$ cat src/rtl/input_port_request_unit.sv
// Router input port: flit FIFO, XY route computation on the head flit, and the
// dst/en request pair into the switch allocator, held for one wormhole packet.
`ifndef EMPTY
`define EMPTY          3'd0
`endif
`ifndef OUT_LOCAL_PORT
`define OUT_LOCAL_PORT 3'd1
`endif
`ifndef OUT_X1_PORT
`define OUT_X1_PORT    3'd2
`endif
`ifndef OUT_Y1_PORT
`define OUT_Y1_PORT    3'd3
`endif

module input_port_request_unit #(
  parameter int DATA_W  = 32,
  parameter int DEPTH   = 4,
  parameter int X_W     = 1,
  parameter int Y_W     = 2,
  parameter int LOCAL_X = 0,
  parameter int LOCAL_Y = 0
) (
  input  logic              clk,
  input  logic              rst,
  input  logic              in_valid,
  input  logic [DATA_W-1:0] in_flit,
  output logic              in_ready,
  output logic [2:0]        req_dst,
  output logic              req_en,
  input  logic              sa_grant,
  output logic              out_valid,
  output logic [DATA_W-1:0] out_flit,
  output logic              err_drop
);

  localparam int AW = $clog2(DEPTH);
  localparam logic [X_W-1:0] LX = X_W'(LOCAL_X);
  localparam logic [Y_W-1:0] LY = Y_W'(LOCAL_Y);

  // Handshake: a flit moves upstream->FIFO when in_valid && in_ready; a flit
  // leaves to the crossbar on any cycle with sa_grant && out_valid.
  typedef enum logic {IDLE = 1'b0, ACTIVE = 1'b1} state_t;

  state_t            state, state_next;
  logic [2:0]        req_dst_next;
  logic              req_en_next, err_drop_next;

  logic [DATA_W-1:0] mem [DEPTH];
  logic [AW:0]       wr_ptr, rd_ptr;
  logic              empty, full, push, pop;
  logic [DATA_W-1:0] front;
  logic [1:0]        front_type;
  logic [X_W-1:0]    dst_x;
  logic [Y_W-1:0]    dst_y;
  logic [2:0]        route;
  logic              front_is_head, front_is_last;

  assign empty    = (wr_ptr == rd_ptr);
  assign full     = (wr_ptr[AW] != rd_ptr[AW]) && (wr_ptr[AW-1:0] == rd_ptr[AW-1:0]);
  assign in_ready = !full;
  assign push     = in_valid && !full;
  assign front    = mem[rd_ptr[AW-1:0]];
  assign out_flit = empty ? '0 : front;

  assign front_type    = front[DATA_W-1:DATA_W-2];
  assign front_is_head = (front_type == 2'b01) || (front_type == 2'b11);
  assign front_is_last = (front_type == 2'b10) || (front_type == 2'b11);
  assign dst_x         = front[X_W+Y_W-1:Y_W];
  assign dst_y         = front[Y_W-1:0];

  always_comb begin
    if (dst_x != LX)      route = `OUT_X1_PORT;
    else if (dst_y != LY) route = `OUT_Y1_PORT;
    else                  route = `OUT_LOCAL_PORT;
  end

  always_ff @(posedge clk) begin
    if (push) mem[wr_ptr[AW-1:0]] <= in_flit;
  end

  always_ff @(posedge clk or posedge rst) begin
    if (rst) begin
      wr_ptr   <= '0;
      rd_ptr   <= '0;
      state    <= IDLE;
      req_dst  <= `EMPTY;
      req_en   <= 1'b0;
      err_drop <= 1'b0;
    end else begin
      if (push) wr_ptr <= wr_ptr + 1'b1;
      if (pop)  rd_ptr <= rd_ptr + 1'b1;
      state    <= state_next;
      req_dst  <= req_dst_next;
      req_en   <= req_en_next;
      err_drop <= err_drop_next;
    end
  end

  always_comb begin
    state_next    = state;
    req_dst_next  = req_dst;
    req_en_next   = 1'b0;
    err_drop_next = 1'b0;
    pop           = 1'b0;
    out_valid     = 1'b0;
    case (state)
      IDLE: begin
        if (!empty) begin
          if (front_is_head) begin
            req_dst_next = route;
            req_en_next  = 1'b1;
            state_next   = ACTIVE;
          end else begin
            // Orphan body/tail with no route: discard so the port cannot wedge.
            pop           = 1'b1;
            err_drop_next = 1'b1;
          end
        end
      end
      ACTIVE: begin
        out_valid = !empty;
        if (sa_grant && !empty) begin
          pop = 1'b1;
          if (front_is_last) begin
            req_dst_next = `EMPTY;
            req_en_next  = 1'b1;
            state_next   = IDLE;
          end
        end
      end
      default: state_next = IDLE;
    endcase
  end

endmodule

$ cat config.mk
export PLATFORM = sky130hd
export DESIGN_NAME = input_port_request_unit
export DESIGN_NICKNAME = d
export VERILOG_FILES = /design/src/rtl/input_port_request_unit.sv
export SDC_FILE = /design/constraint.sdc
export NUM_CORES = 1
export LEC_CHECK = 0
export CORE_ASPECT_RATIO = 1.2
export CORE_MARGIN = 5
export CORE_UTILIZATION = 45
export CTS_CLUSTER_DIAMETER = 80
export DETAILED_ROUTE_END_ITERATION = 10
export PLACE_DENSITY = 0.66
export SYNTH_ARGS = -nofsm -noshare
export SYNTH_HDL_FRONTEND = slang
export SYNTH_SLANG_ARGS = --single-unit
$ cat constraint.sdc
create_clock -name clk -period 2 [get_ports clk]
set_input_delay 0.3 -clock clk [delete_from_list [all_inputs] [get_ports clk]]
set_output_delay 0.3 -clock clk [all_outputs]
set_load 0.1 [all_outputs]
---- Yosys cells after proc, flatten, opt, wreduce, memory -nomap -nowiden ----
Memories as Yosys holds them, arrays and structs flattened.
Cells that the tools add are included.
operators by class
  $add $sub $neg .......................... 2
  bitwise gates (word level) .............. 1
  reductions and logical operators ........ 9
  mux-type cells .......................... 24
  eq/ne operators ......................... 10
operator list
  kind                   count
  $mux W32               1
  $mux W3                5
  $mux W1                13
  $add A3 B1 Y3 const B  2
  $pmux W1 S2            3
  $pmux W3 S2            1
  $eq A2 B2 Y1 const B   2
  $ne A2 B1 Y1 const B   2
  $ne A2 B2 Y1 const B   2
  $reduce_and A4 Y1      1
  $eq A3 B3 Y1           1
  $logic_and A1 B1 Y1    3
  $eq A2 B1 Y1 const B   1
  $eq A2 B2 Y1           1
  $logic_not A1 Y1       2
  $logic_or A1 B1 Y1     2
  $mux W2                1
  $reduce_bool A2 Y1     1
  $ne A1 B1 Y1           1
  $not A1 Y1             1
storage, ports and cells
  word-level logic and storage cells ...... 53
  RAM bits ................................ 128
  output and inout bits ................... 39
  bits in registers ....................... 12
  input port bits ......................... 36
  memories kept ........................... 1
memories
  name  depth  bits a word  read ports  clocked after memory_dff  wr ports  RTL line  source
  mem   4      32           1           0                         1         49        logic [DATA_W-1:0] mem [DEPTH];

---- Logic depth before layout (Yosys ltp) ----
An unclocked memory read counts as a cell.
  depth after elaboration ................. 7
  mapped depth ............................ 6
  gate-level depth less buffers ........... 4

---- Least setup slack after synthesis ----
No wires, ideal clock.
  path kind ............................... register to output
  start ................................... register rd_ptr[1]
  end ..................................... output out_flit[31]
  data required time ...................... 1.700 ns
  slack ................................... -1.406 ns
  path buffers ............................ 2
  cell stages (with the launch flop) ...... 6
  arrival ................................. 3.106 ns
  path through ............................ dfrtp_1 -> buf_6 -> xnor2_1 -> and3b_1 -> buf_2 -> nor3_1
on the way
  longest elaborated chain between the ends .. 2
  elaborated cells between the ends (all ways) .. 3
  classes of those cells .................. eq/ne (1); mux (1); memory (1)
ends and longest elaborated chain
  element                                                RTL line  source
  start, declared                                        50        logic [AW:0] wr_ptr, rd_ptr;
  start signal, assigned                                 92        if (pop) rd_ptr <= rd_ptr + 1'b1;
  $mem_v2 Z4 W32 / $eq A3 B3 Y1 (equally long branches)  n/a
  $mux W32 *                                             64        assign out_flit = empty ? '0 : front;
  end, declared                                          33        output logic [DATA_W-1:0] out_flit,
Mark *: on every way between the ends. The rest lies on a longest branch, timed or not.

---- Worst setup path in the final report ----
  start ................................... register rd_ptr[0]
  end ..................................... output out_flit[0]
Same word-level chain as after synthesis.

==> flow_metrics.tcl <==
set metrics [dict create \
    outcome "finished, violations left" \
    violations "negative setup slack" \
    cts_tree "yes" \
    synth_nets 310 \
    r2r_cells 5 \
    drive_gt1_share_pct 44.76 \
    ant_nets 0 \
    period_share_pct 111.5 \
    setup.worst_path.start "rd_ptr[0]" \
    grt_pass1_vias 3092 \
    design_area_mm2 0.007909 \
    crit_slowest_cell "mux4_2" \
    yosysTopAreaCellShare_pct 69.61 \
    vias 2792 \
    final_util_pct 65.60 \
    cp-end-kind "output pin" \
    finalSetupTns_ps -5827 \
    synth_most_common_cell "edfxtp_1" \
    async_flop_share_pct 7.914 \
    wl_per_cell_um 19.84 \
    io_buffers 73 \
    cts-root-buf "clkbuf_16" \
    syn_inst 269 \
    r2r-start "rd_ptr[0]" \
    period_minus_slack_ps 2231 \
    synth_edf_count 128 \
    worstPathCellList "buf_12, mux4_2, nor2b_4, buf_12" \
    ios 75 \
    fmax_mhz 448.3 \
    critPathKind "flop to output pin" \
    synth_area_mm2 0.005522 \
    cts_buffer_depth 2 \
    grt_pass1_wl_um 17390 \
    areaGrowthSynthToFinish_pct 43.24 \
    path_clk_slew_ps 60 \
    avgSynthCellArea_um2 20.53 \
    viasPerCell 5.142 \
    layout_setup_ws_ps -230.8 \
    drc_errors 0 \
    cp_max_fo 16 \
    drt_iter0_markers 153 \
    cp_data_required_time_ps 1700 \
    synth_commonest_cells "128 x edfxtp_1, 32 x nor2b_1, 30 x mux4_2" \
    crit_path_end "out_flit[0]" \
    drv_cap 0 \
    path_depth 4 \
    final-max-slew-violation-count 0 \
    drt-pass1-iter-count 4 \
    cts_sinks 139 \
    dp_slack_ps 154.7 \
    slowest_delay_ps 570 \
    crit_top_cell "buf_12" \
    grt_setup_unrepaired "yes" \
    antenna_found_initial 0 \
    std_cell_rows 44 \
    gr-total-overflow 0 \
    coreArea_mm2 0.01206 \
    insertion_delay_ps 410 \
    die_y_um 131.3 \
    ys_warn_count 0 \
    insertedDiodeCount 0 \
    hold_path_class "input pin to asynchronous set/reset pin" \
    worst-path-buf-inv 2 \
    ys_seq_area_share_pct 74.60 \
    synth_largest_area_cell "edfxtp_1" \
    initial_utilization_pct 45.80 \
    die_w_um 111.1 \
    r2r_end "rd_ptr[1]" \
    worstSetupStartpointType "flop" \
    finalHoldViolCount 0 \
    placed_cell_area_mm2 0.007227 \
    grt_max_degree 25 \
    ctsHtreeMaxLevel 4 \
    num-nets-final 410 \
    synth.distinct_cells 34 \
    wirelength_um 10770 \
    rrSetupSlack_ps 180 \
    hpwlAfterDp_um 6623 \
    gp_congestion 0.6893 \
    grt_usage_pct 15.82 \
    arrival_ps 1930 \
    die_area_mm2 0.01460 \
    path_delay_family "multiplexers" \
    cts_buffers 17 \
    setup_viol 33 \
    fin_skew_ps 5.506 \
    synthFlopType "edfxtp_1" \
    synth_top_cells_by_area "edfxtp_1 70%, mux4_2 12%, dfrtp_1 5.0%, nor2b_1 3.6%, ha_1 1.1%" \
    synth.ff_latch_count 139 \
]
cell type report:
type / instances / area [um^2]
Clock inverter: 14 / 146.4
Sequential cell: 139 / 4121
Clock buffer: 18 / 429.2
Timing Repair Buffer: 94 / 1419
Multi-Input combinational cell: 110 / 1565
Tap cell: 161 / 201.4
Fill cell: 785 / 4148
Inverter: 7 / 26.28
through the flow:
| stage | std cells | hold WS [ps] |
|---|---|---|
| floorplan | 269 | 152.4 |
| finish | 543 | 186.4 |
| global placement | 507 | 476.7 |
| detailed placement | 507 | 490.3 |
| global route | 543 | 243.7 |
| CTS | 543 | 186.4 |
worst register-to-register path: stages, from the launching register on:
cell and delay, ps:
dfrtp_2 450, xnor2_1 250, and3b_4 300, buf_12 200, nand3b_1 180, mux2_1 330
sequential cells by signal, indices dropped and copies added (netlist names):
name and flops:
err_drop 1, mem 128, rd_ptr 3, req_dst 2, req_en 1, state 1, wr_ptr 3
cells by family after synthesis:
kind of cell,share of synthesized area (%)
compound gates,1.631
other cells,0.06792
buf+inv,2.153
flops,74.60
simple gates,5.960
mux,13.35
xor+xnor,1.110
fa+ha+maj,1.133
cell usage in the layout, fill, tap and decap left out, types with 2 or more instances in the layout:
cell	count
clkdlybuf4s50_1	35
nor3_1	2
inv_1	7
xnor2_1	4
edfxtp_1	128
ha_1	5
dfrtp_1	9
nor2_1	2
nor2b_4	32
nand4b_1	3
inv_6	2
clkinvlp_4	6
buf_12	48
clkbuf_16	17
clkinv_2	3
bufinv_16	2
mux4_2	30
o22ai_1	2
dfrtp_2	2
a31oi_2	2
nand2_1	3
and2_2	4
buf_4	10
worst min path at each step:
stage / startpoint / end / slack (ps)
floorplan: rst / err_drop / 150
global route: rst / req_dst[1] / 240
finish: rst / req_dst[1] / 190
detailed placement: rd_ptr[2] / rd_ptr[2] / 490
CTS: rst / req_dst[1] / 190
global placement: wr_ptr[2] / wr_ptr[2] / 480
what timing repair did:
| item | CTS | global route |
|---|---|---|
| pin swaps | 1 | 0 |
| resized for setup | 10 | 0 |
| endpoints found under the hold margin | 0 | 0 |
| setup buffers | 3 | 0 |
| hold buffers | 0 | 0 |
| endpoints found under the setup margin | 33 | 34 |
| cloned | 1 | 0 |
routing by layer:
layer	up-vias	global-route usage (%)	part of all wire (%)
met1	1445	19.39	40
met2	77	27.02	54
met3	10	4.278	4.0
met4	0	5.882	1.3
met5	-	0	0
li1	1260	-	-
Power is left out: the tool's default activity adds up to more than one toggle a clock period on the data nets, which glitch-free logic cannot reach.
